<file path="src/rtl/stream_rr_arb_pkg.sv">
// Shared definitions for the stream arbiter and other sequencers:
// datapath width and the arbiter state encoding.
package stream_rr_arb_pkg;

    // Data words are NUM+1 bits, signed.
    localparam int NUM = 15;

    typedef enum logic {
        ARB_IDLE  = 1'b0,
        ARB_GRANT = 1'b1
    } arb_state_t;

endpackage

</file>
<file path="src/rtl/stream_rr_arb_rr_pick.sv">
// Rotating-priority finder: returns the first asserted request at or after
// ptr, wrapping modulo NREQ. Purely combinational.
module rr_pick
    import stream_rr_arb_pkg::*;
#(
    parameter int NREQ = 4,
    localparam int PW  = (NREQ > 1) ? $clog2(NREQ) : 1
) (
    input  logic [NREQ-1:0] req,
    input  logic [PW-1:0]   ptr,
    output logic            any,
    output logic [PW-1:0]   idx
);

    // Walk offsets from farthest to nearest so the nearest hit to ptr wins.
    always_comb begin
        any = |req;
        idx = '0;
        for (int k = NREQ - 1; k >= 0; k--) begin
            if (req[PW'((int'(ptr) + k) % NREQ)]) begin
                idx = PW'((int'(ptr) + k) % NREQ);
            end
        end
    end

endmodule

</file>
<file path="src/rtl/stream_rr_arb.sv">
// Round-robin arbiter sharing one valid/stop consumer among NREQ streams.
// The granted stream is forwarded combinationally; a grant lasts until the
// requester's last beat or MAXBURST beats, then priority rotates past it.
//
// state     | meaning
// ----------+-----------------------------------------------------------
// ARB_IDLE  | no owner; pick the next requester from ptr (1-cycle bubble)
// ARB_GRANT | grant owns the consumer until last beat or MAXBURST beats
module stream_rr_arb
    import stream_rr_arb_pkg::*;
#(
    parameter int NREQ     = 4,
    parameter int MAXBURST = 16,
    localparam int PW      = (NREQ > 1) ? $clog2(NREQ) : 1,
    localparam int CW      = $clog2(MAXBURST + 1)
) (
    input  logic                          clk,
    input  logic                          reset,
    input  logic signed [NREQ-1:0][NUM:0] idata,
    input  logic [NREQ-1:0]               ivalid,
    input  logic [NREQ-1:0]               ilast,
    output logic [NREQ-1:0]               istop,
    output logic signed [NUM:0]           cdata,
    output logic                          cvalid,
    output logic                          clast,
    input  logic                          cstop,
    output logic [PW-1:0]                 grant_id,
    output logic                          busy
);

    arb_state_t    state_q, state_d;
    logic [PW-1:0] grant_q, grant_d;
    logic [PW-1:0] ptr_q, ptr_d;
    logic [CW-1:0] cnt_q, cnt_d;

    logic          pick_any;
    logic [PW-1:0] pick_idx;
    logic          xfer;

    rr_pick #(.NREQ(NREQ)) u_pick (
        .req (ivalid),
        .ptr (ptr_q),
        .any (pick_any),
        .idx (pick_idx)
    );

    // Next-state, forwarding mux and stop fan-out; reset gates the handshake.
    always_comb begin
        state_d = state_q;
        grant_d = grant_q;
        ptr_d   = ptr_q;
        cnt_d   = cnt_q;
        cdata   = idata[grant_q];
        cvalid  = 1'b0;
        clast   = 1'b0;
        istop   = '1;
        busy    = 1'b0;
        xfer    = 1'b0;

        case (state_q)
            ARB_IDLE: begin
                if (pick_any) begin
                    grant_d = pick_idx;
                    cnt_d   = '0;
                    state_d = ARB_GRANT;
                end
            end
            ARB_GRANT: begin
                busy           = 1'b1;
                cvalid         = ivalid[grant_q];
                clast          = ilast[grant_q];
                istop[grant_q] = cstop;
                xfer           = ivalid[grant_q] && !cstop;
                if (xfer) begin
                    if (ilast[grant_q] || (cnt_q == CW'(MAXBURST - 1))) begin
                        state_d = ARB_IDLE;
                        cnt_d   = '0;
                        ptr_d   = (grant_q == PW'(NREQ - 1)) ? '0 : grant_q + PW'(1);
                    end else begin
                        cnt_d = cnt_q + CW'(1);
                    end
                end
            end
            default: state_d = ARB_IDLE;
        endcase

        if (!reset) begin
            cvalid = 1'b0;
            istop  = '1;
        end
    end

    // State registers with synchronous active-low reset.
    always_ff @(posedge clk) begin
        if (!reset) begin
            state_q <= ARB_IDLE;
            grant_q <= '0;
            ptr_q   <= '0;
            cnt_q   <= '0;
        end else begin
            state_q <= state_d;
            grant_q <= grant_d;
            ptr_q   <= ptr_d;
            cnt_q   <= cnt_d;
        end
    end

    assign grant_id = grant_q;

endmodule

</file>
<file path="config.mk">
export PLATFORM = sky130hd
export DESIGN_NAME = stream_rr_arb
export DESIGN_NICKNAME = d
export VERILOG_FILES = /design/src/rtl/stream_rr_arb_pkg.sv /design/src/rtl/stream_rr_arb_rr_pick.sv /design/src/rtl/stream_rr_arb.sv
export SDC_FILE = /design/constraint.sdc
export NUM_CORES = 1
export LEC_CHECK = 0
export ABC_CLOCK_PERIOD_IN_PS = 2200
export BUFFER_PORTS_ARGS = -buffer_cell sky130_fd_sc_hd__buf_2
export CORE_ASPECT_RATIO = 0.6
export CORE_MARGIN = 3
export CORE_UTILIZATION = 35
export DETAILED_ROUTE_END_ITERATION = 6
export PLACE_DENSITY = 0.84
export RECOVER_POWER = 100
export SLEW_MARGIN = 0
export SYNTH_ARGS = -nofsm -noshare
export SYNTH_HDL_FRONTEND = slang
export SYNTH_HIERARCHICAL = 1
export SYNTH_SLANG_ARGS = --single-unit
</file>
<file path="constraint.sdc">
create_clock -name clk -period 2.2 [get_ports clk]
set_clock_uncertainty 0.2 [all_clocks]
set_input_delay 0.44 -clock clk [delete_from_list [all_inputs] [get_ports clk]]
set_output_delay 0.44 -clock clk [all_outputs]
set_load 0.01 [all_outputs]
</file>
=== Yosys cells after proc, flatten, opt, wreduce, memory -nomap -nowiden ===
Index checks and enable logic that the tools add are counted.

* Register bits after elaboration: 10
* Bits in latches: 0
* Bits in writable memories: 0
* Memory bits (read-only): 0
* Input port bits: 75
* Output and inout bits: 25
* Memories kept: 0

* $add $sub $neg: 5
* $mul: 0
* Divide/modulo/power cells: 0
* Magnitude comparators: 6
* Eq/ne operators: 4
* Shift-type cells: 0
* Multiplexer cells: 39
* Bitwise logic cells: 3
* Reduce and logical (&&, ||, !) cells: 8

{| class="wikitable"
|+ Operators with widths
! kind !! number
|-
| binary-select mux 16 bit (select 2 bit) || 1
|-
| two-way mux 1 bit || 18
|-
| < comparator 2 x 4 -> 1 bit (second input constant) || 4
|-
| two-way mux 16 bit || 1
|-
| two-way mux 5 bit || 3
|-
| binary-select mux 1 bit (select 2 bit) || 6
|-
| two-way mux 2 bit || 5
|-
| one-hot mux 5 bit (2 select lines) || 1
|-
| two-way mux 4 bit || 2
|-
| adder 5 x 1 -> 5 bit (second input constant) || 1
|-
| equality test 5 x 4 -> 1 bit (second input constant) || 1
|-
| adder 2 x 1 -> 2 bit (second input constant) || 2
|-
| adder 2 bit (second input constant) || 2
|-
| NOT 4 bit || 1
|-
| OR 4 bit || 1
|-
| AND reduction 2 bit || 2
|-
| OR reduction 4 bit || 1
|-
| < comparator 2 x 3 -> 1 bit (second input constant) || 1
|-
| AND reduction 3 bit || 1
|-
| demux 1 bit (select 2 bit) || 1
|-
| equality test 2 bit (second input constant) || 1
|-
| greater-or-equal comparator 2 x 1 -> 1 bit (second input constant) || 1
|-
| logical AND 1 bit || 2
|-
| inequality test 2 x 1 -> 1 bit (second input constant) || 1
|-
| other kinds (5) || 5
|}

=== Logic depth before layout (Yosys ltp) ===
Gate-level depths: netlist of run 1.

* Word-level depth: 8
* Depth in mapped cells: 6
* Gate-level depth less buffers: 6

=== Hierarchy ===
The synthesis of run 1 kept the hierarchy.

{| class="wikitable"
|+ By module, submodules not included
! module !! times used !! cells an instance !! area an instance (um2)
|-
| stream_rr_arb || 1 || 93 || 1,049.8
|-
| rr_pick || 1 || 13 || 77.6
|}

=== Worst setup path before layout of run 1 ===
No wires, ideal clock.

* Path kind: register -> output
* From: register grant_q[0], in the netlist grant_id[0]
* To: output cdata[10]
* Data arrival time: 1.497 ns
* Required time: 1.560 ns
* Slack: 0.063 ns
* Stages on the path, launching flop included: 4
* Path buffers: 2
* Cell sequence: dfxtp_1 buf_6 buf_2 mux4_2

* Word-level cells in the longest chain between the ends: 2

{| class="wikitable"
|+ Ends and longest elaborated chain
! what !! line !! text
|-
| start: declaration || stream_rr_arb.sv:32 || <nowiki>logic [PW-1:0] grant_q, grant_d;</nowiki>
|-
| start signal: assignment || stream_rr_arb.sv:102 || <nowiki>grant_q <= grant_d;</nowiki>
|-
| binary-select mux 16 bit (select 2 bit) || stream_rr_arb.sv:53 || <nowiki>cdata = idata[grant_q];</nowiki>
|-
| two-way mux 16 bit (implied by the code) || stream_rr_arb.sv:53 ||
|-
| end: declaration || stream_rr_arb.sv:23 || <nowiki>output logic signed [NUM:0] cdata,</nowiki>
|}

Every way passes these cells. The select of a mux whose other input is x is not followed.

=== Final worst setup path of run 1 ===
* From: register grant_q[0], in the netlist grant_id[0]
* To: output cdata[9]

The elaborated chain is that of the path after synthesis.

==> summary.md, run 1 <==
| Metric | Value |
|---|---|
| Status | `complete, no violations` |
| Htree depth | `1` |
| Initial drt markers | `45` |
| DRC viols | `0` |
| Multiplexer share of the synthesized area | `0.395` |
| CTS buffer count | `3` |
| Post-Synth Adder-Cell Area | `0.0666` |
| Die Wd | `79.3 µm` |
| Combinational family with the most area after synthesis | `multiplexers` |
| Mapped Nets | `187` |
| Number of synthesized flops with an enable pin | `0` |
| Final worst-path cycle share | `0.983` |
| Drt total wl | `3.73 mm` |
| Psw | `0.197 mW` |
| Seq cells post-synth | `10` |
| Total clock sinks | `10` |
| # port buffers | `99` |
| Routed len/inst | `14.8 µm` |
| Clk_lat worst skew | `0.24 ns` |
| Worst setup EP type | `primary output` |
| CTS tree | `done` |
| Setup-failing EPs final | `0` |
| # IOs | `100` |
| Switching part of the total | `0.282` |
| Highest clock rate | `463 MHz` |
| Cell Int Power | `0.500 mW` |
| Cell variety after synth | `37` |
| PwrDens | `390 nW/µm²` |
| Area of the core | `2970 µm²` |
| Post-Syn Instances | `106` |
| Max Cap Viol | `0` |
| Worst slack, placed | `0.177 ns` |
| ANT cells | `0` |
| Share of cells above drive strength 1 | `0.592` |
| Final nets | `293` |
| Final worst slack | `0.0379 ns` |
| Initial antenna violation count | `0` |
| Hold Vio Cnt, Final | `0` |
| Die height | `50.0 µm` |
| Worst-path clk slew | `0.05 ns` |
| Postcts setup bufs | `0` |
| Kind of critical path | `register to primary output` |
| Mean Syn Cell Area | `10.6 µm²` |
| Gate power share | `0.389` |
| Largest net degree at the start of global routing | `13` |
| Launching element type of the critical path | `register` |
| Worst-path fanout max | `11` |
| Root Buffer | `clkbuf_8` |
| Max Slew Vio Count | `0` |
| Post-synthesis sequential area ratio | `0.178` |
| Row count | `15` |
| Die Area | `3960 µm²` |
| Worst slew pin tran | `0.365 ns` |
| Synthesis-to-finish area growth | `58.6%` |
| Filler cell count | `264` |
| Arr. time, crit path | `1.52 ns` |
| Total global routing overflow | `0` |
| Tmin final | `2.16 ns` |
| Cells on worst reg2reg path | `6` |
| Synthesized cell area | `1130 µm²` |
| Synth Area in Compound Gates | `0.127` |
| Reg power frac | `0.280` |
| Post-layout util | `0.603` |
| P_leak | `0.840 nW` |
| Dpl cell area | `1700 µm²` |
| CTS Buffer Depth | `2` |
| Clock Power Share | `0.332` |
| Global Route Usage Sum | `0.193` |
| Gpl congestion | `0.789` |
| HPWL after DPL | `3.13 mm` |
| Synth Area in Simple Gates | `0.195` |
| CP Data Required Time | `1.56 ns` |
| Synth Area in XOR/XNOR | `0` |
| Layout Cells excl Fill | `253` |
| Ys flop type | `dfxtp_1` |
| DR vias | `1,316` |
| Worst Hold Slack | `0.286 ns` |
| Drt first pass iters | `4` |
| Warnings, synthesis | `6` |
| RSZ-0062 raised after global routing | `true` |
| Detail Route Antenna Nets | `0` |
| Vias in the first global route | `1,287` |
| DR vias/cell | `5.20` |
| Starting Density | `0.380` |
| Hold crit path type | `register to register` |
| Async SR Flop Fraction | `0` |
| Relative slew slack | `0.756` |
| WHS Path Cells | `2` |
| Post-route cell area | `1790 µm²` |
| Inst Count DP | `248` |
| First-pass GRT wire length | `5.95 mm` |
| Max rail drop VDD | `0.442 mV` |
[stage by stage]
step	TNS [ns]	power, mW
global placement	0	0.457
global route	-0.0414	0.741
finish	0	0.697
CTS	0	0.707
floorplan	0	0.335
detailed placement	0	0.462
[state kept, by name, summed over array words and instances (netlist names)]
name / flops
grant_id: 2
state_q: 1
cnt_q: 5
ptr_q: 2
[cell families (layout without fill, tap and decap cells)]
logic type / count (synthesis) / in the layout
simple gates: 42 / 42
mux: 20 / 20
compound gates: 19 / 19
flops: 10 / 10
buf+inv: 9 / 114
fa+ha+maj: 6 / 6
[per-layer routing]
layer	track usage	wire length (µm)
met5	0	0
met4	0.0429	32
met3	0.0602	307
met2	0.321	1800
met1	0.246	1590
[what timing repair did]
item	4_1_cts	5_1_grt
cloned	1	0
hold buffers	0	0
gates resized for setup	1	2
endpoints found under the setup margin	3	7
[worst paths after layout]
kind	start	to	slack (ns)
worst max register to register	grant_id[0]$_SDFFE_PN0P_	cnt_q[2]$_SDFFE_PN0P_	0.29
worst max-delay path	grant_id[0]$_SDFFE_PN0P_	cdata[9]	0.04
worst min register to register	cnt_q[4]$_SDFFE_PN0P_	cnt_q[4]$_SDFFE_PN0P_	0.29
worst min-delay path	cnt_q[4]$_SDFFE_PN0P_	cnt_q[4]$_SDFFE_PN0P_	0.29
[Yosys cell counts, types with 2 or more instances]
| library cell | n | area [µm²] |
|---|---|---|
| o21ai_0 | 2 | 10.0 |
| nor3_1 | 2 | 10.0 |
| a32oi_1 | 2 | 17.5 |
| nand2b_1 | 2 | 12.5 |
| a21oi_1 | 6 | 30.0 |
| ha_1 | 6 | 75.1 |
| nand3_1 | 2 | 10.0 |
| nand2_1 | 10 | 37.5 |
| mux4_1 | 7 | 184 |
| dfxtp_1 | 10 | 200 |
| nor2_1 | 13 | 48.8 |
| nor2b_1 | 4 | 25.0 |
| buf_2 | 2 | 10.0 |
| inv_1 | 5 | 18.8 |
| nand3b_1 | 2 | 15.0 |
| mux4_2 | 10 | 225 |
[power groups by stage]
stage	Combinational [mW]	Sequential, mW	Clock (mW)
finish	0.271	0.195	0.231
global route	0.298	0.196	0.248
floorplan	0.137	0.198	0
global placement	0.259	0.198	0
detailed placement	0.264	0.198	0
CTS	0.274	0.195	0.238
[final cells by class]
class	count	area [µm²]	area share
Multi-Input combinational cell	87	886	0.495
Timing Repair Buffer	105	572	0.320
Tap cell	42	52.6	0.0294
Inverter	5	18.8	0.0105
Clock buffer	4	55.1	0.0308
Sequential cell	10	204	0.114
[critical path: stages, from the launching register on]
cell	delay, ns
dfxtp_4	0.36
bufbuf_16	0.28
mux4_2	0.48
buf_2	0.15
[cells in the final DEF, fill, tap and decap left out, types with 4 or more instances in the layout]
cell / count
buf_2: 97
nor2_1: 12
mux4_2: 10
nand2_1: 10
dfxtp_1: 9
mux4_1: 7
a21oi_1: 6
ha_1: 6
inv_1: 5
nor2b_1: 4
clkbuf_8: 4
Power figures use the tool's default switching activity.
==> inputs of run 2 (changes only) <==
Settings changed: GPL_TIMING_DRIVEN set to 0.
==> summary.md, run 2 (synthesized netlist as in run 1, its figures left out) <==
| Metric | Value |
|---|---|
| Biggest register | `cnt_q` |
| CTS tree | `done` |
| WHS Path Cells | `2` |
| Initial drt markers | `68` |
| Highest clock rate | `456 MHz` |
| Total clock sinks | `10` |
| CP Data Required Time | `1.56 ns` |
| CTS Buffer Depth | `2` |
| Cells on worst reg2reg path | `4` |
| P_leak | `0.857 nW` |
| Most common cell after layout, fill and taps aside | `buf_2` |
| Detail Route Antenna Nets | `0` |
| Vias in the first global route | `1,264` |
| Root Buffer | `clkbuf_8` |
| Row count | `15` |
| Die Wd | `79.3 µm` |
| Initial antenna violation count | `0` |
| Arr. time, crit path | `1.55 ns` |
| DR vias | `1,364` |
| R2R Path End | `cnt_q[3]$_SDFFE_PN0P_` |
| Final worst-path cycle share | `0.998` |
| First-pass GRT wire length | `5.91 mm` |
| # port buffers | `99` |
| Worst setup EP type | `primary output` |
| Die Area | `3960 µm²` |
| Commonest non-fill, non-tap cells in the layout | `90 x buf_2, 14 x nor2_1, 10 x mux4_2, 10 x nand2_1, 8 x dfxtp_1` |
| Dpl cell area | `1680 µm²` |
| Htree depth | `1` |
| Gpl congestion | `0.775` |
| Setup-failing EPs final | `0` |
| Clk_lat worst skew | `0.24 ns` |
| Kind of critical path | `register to primary output` |
| Max rail drop VDD | `0.403 mV` |
| CP peak stage delay | `0.52 ns` |
| Filler cell count | `265` |
| DR vias/cell | `5.37` |
| Hold crit path type | `register to register` |
| HP Start | `cnt_q[4]$_SDFFE_PN0P_` |
| Hold Path End | `cnt_q[4]$_SDFFE_PN0P_` |
| Global Route Usage Sum | `0.193` |
| Starting Density | `0.380` |
| HPWL after DPL | `3.19 mm` |
| Total global routing overflow | `0` |
| Drt total wl | `4.05 mm` |
| Hold Vio Cnt, Final | `0` |
| Drt first pass iters | `4` |
| Largest net degree at the start of global routing | `11` |
| ANT cells | `0` |
| PwrDens | `392 nW/µm²` |
| Max Cap Viol | `0` |
| CTS buffer count | `3` |
| Worst-path cell chain | `buf_12, buf_12, mux4_2, buf_6` |
| Tmin final | `2.19 ns` |
| Slowest CP cell | `mux4_2` |
| Most used cell, CP | `buf_12` |
| Worst slew pin tran | `0.586 ns` |
| Worst r2r src | `grant_id[0]$_SDFFE_PN0P_` |
| R2R setup slack | `0.15 ns` |
| Synthesis-to-finish area growth | `62.6%` |
| Share of cells above drive strength 1 | `0.585` |
| Relative slew slack | `0.608` |
| Worst-path clk slew | `0.05 ns` |
| Total power | `0.718 mW` |
| Max Slew Vio Count | `0` |
| Max FFs per register | `5` |
| Routed len/inst | `15.9 µm` |
| Post-route cell area | `1830 µm²` |
| Area of the core | `2970 µm²` |
| Status | `complete, no violations` |
| Final nets | `294` |
| Die height | `50.0 µm` |
| # IOs | `100` |
| RSZ-0062 raised after global routing | `true` |
| Worst Hold Slack | `0.285 ns` |
| Final worst slack | `0.00527 ns` |
| Worst slack, placed | `-0.147 ns` |
| Launching element type of the critical path | `register` |
| Worst-path fanout max | `11` |
| DRC viols | `0` |
==> run 2: worst max-delay path by stage <==
stage / from / endpoint / slack [ns]
3_3_place_gp: grant_id[0]$_SDFFE_PN0P_ / cdata[11] / -0.12
4_1_cts: grant_id[0]$_SDFFE_PN0P_ / cdata[11] / -0.02
5_1_grt: grant_id[0]$_SDFFE_PN0P_ / cdata[11] / -0.04
2_1_floorplan: grant_id[0]$_SDFFE_PN0P_ / cdata[10] / 0.06
6_report: grant_id[0]$_SDFFE_PN0P_ / cdata[13] / 0.005
3_5_place_dp: grant_id[0]$_SDFFE_PN0P_ / cdata[11] / -0.15
==> run 2: repair_timing <==
| item | 4_1_cts | 5_1_grt |
|---|---|---|
| setup endpoints to repair | 20 | 11 |
| hold buffers | 0 | 0 |
| resized for setup | 12 | 6 |
| buffers inserted | 2 | 0 |
| gates cloned | 0 | 1 |
==> run 2: cell type report <==
class                      instances  area [µm²]  area share
buffer                             4        58.8      0.0321
clock buffer                       4        55.1      0.0300
inverter                           5        18.8      0.0102
multi-input combinational         87         881       0.481
sequential                        10         205       0.112
tap                               42        52.6      0.0287
timing repair buffer             102         562       0.306
==> run 2: report_power, final <==
group	internal [mW]	total [mW]	switching, mW
Sequential	0.186	0.195	0.00847
Clock	0.158	0.234	0.0765
Combinational	0.167	0.289	0.121
Total	0.511	0.718	0.206
==> run 2: worst max-delay path, delay by kind of cell (launching register included) <==
family | cells | cell delay (ns)
buffers and inverters | 3 | 0.41
flip-flops | 1 | 0.37
multiplexers | 1 | 0.52
==> run 2: metrics by stage <==
stage	utilization	TNS, ns	instances
after detailed placement	0.565	-1.18	247
after CTS	0.602	-0.0234	253
after floorplan	-	0	106
after global routing	0.618	-0.258	254
final	0.618	0	254
after global placement	0.565	-1.01	247
==> run 2: per-layer routing <==
metal	GRT usage	wire length (µm)	vias up
met3	0.0566	396	2
met4	0.0257	8	0
met1	0.230	1560	663
li1	-	-	636
met2	0.351	2080	63
met5	0	0	-
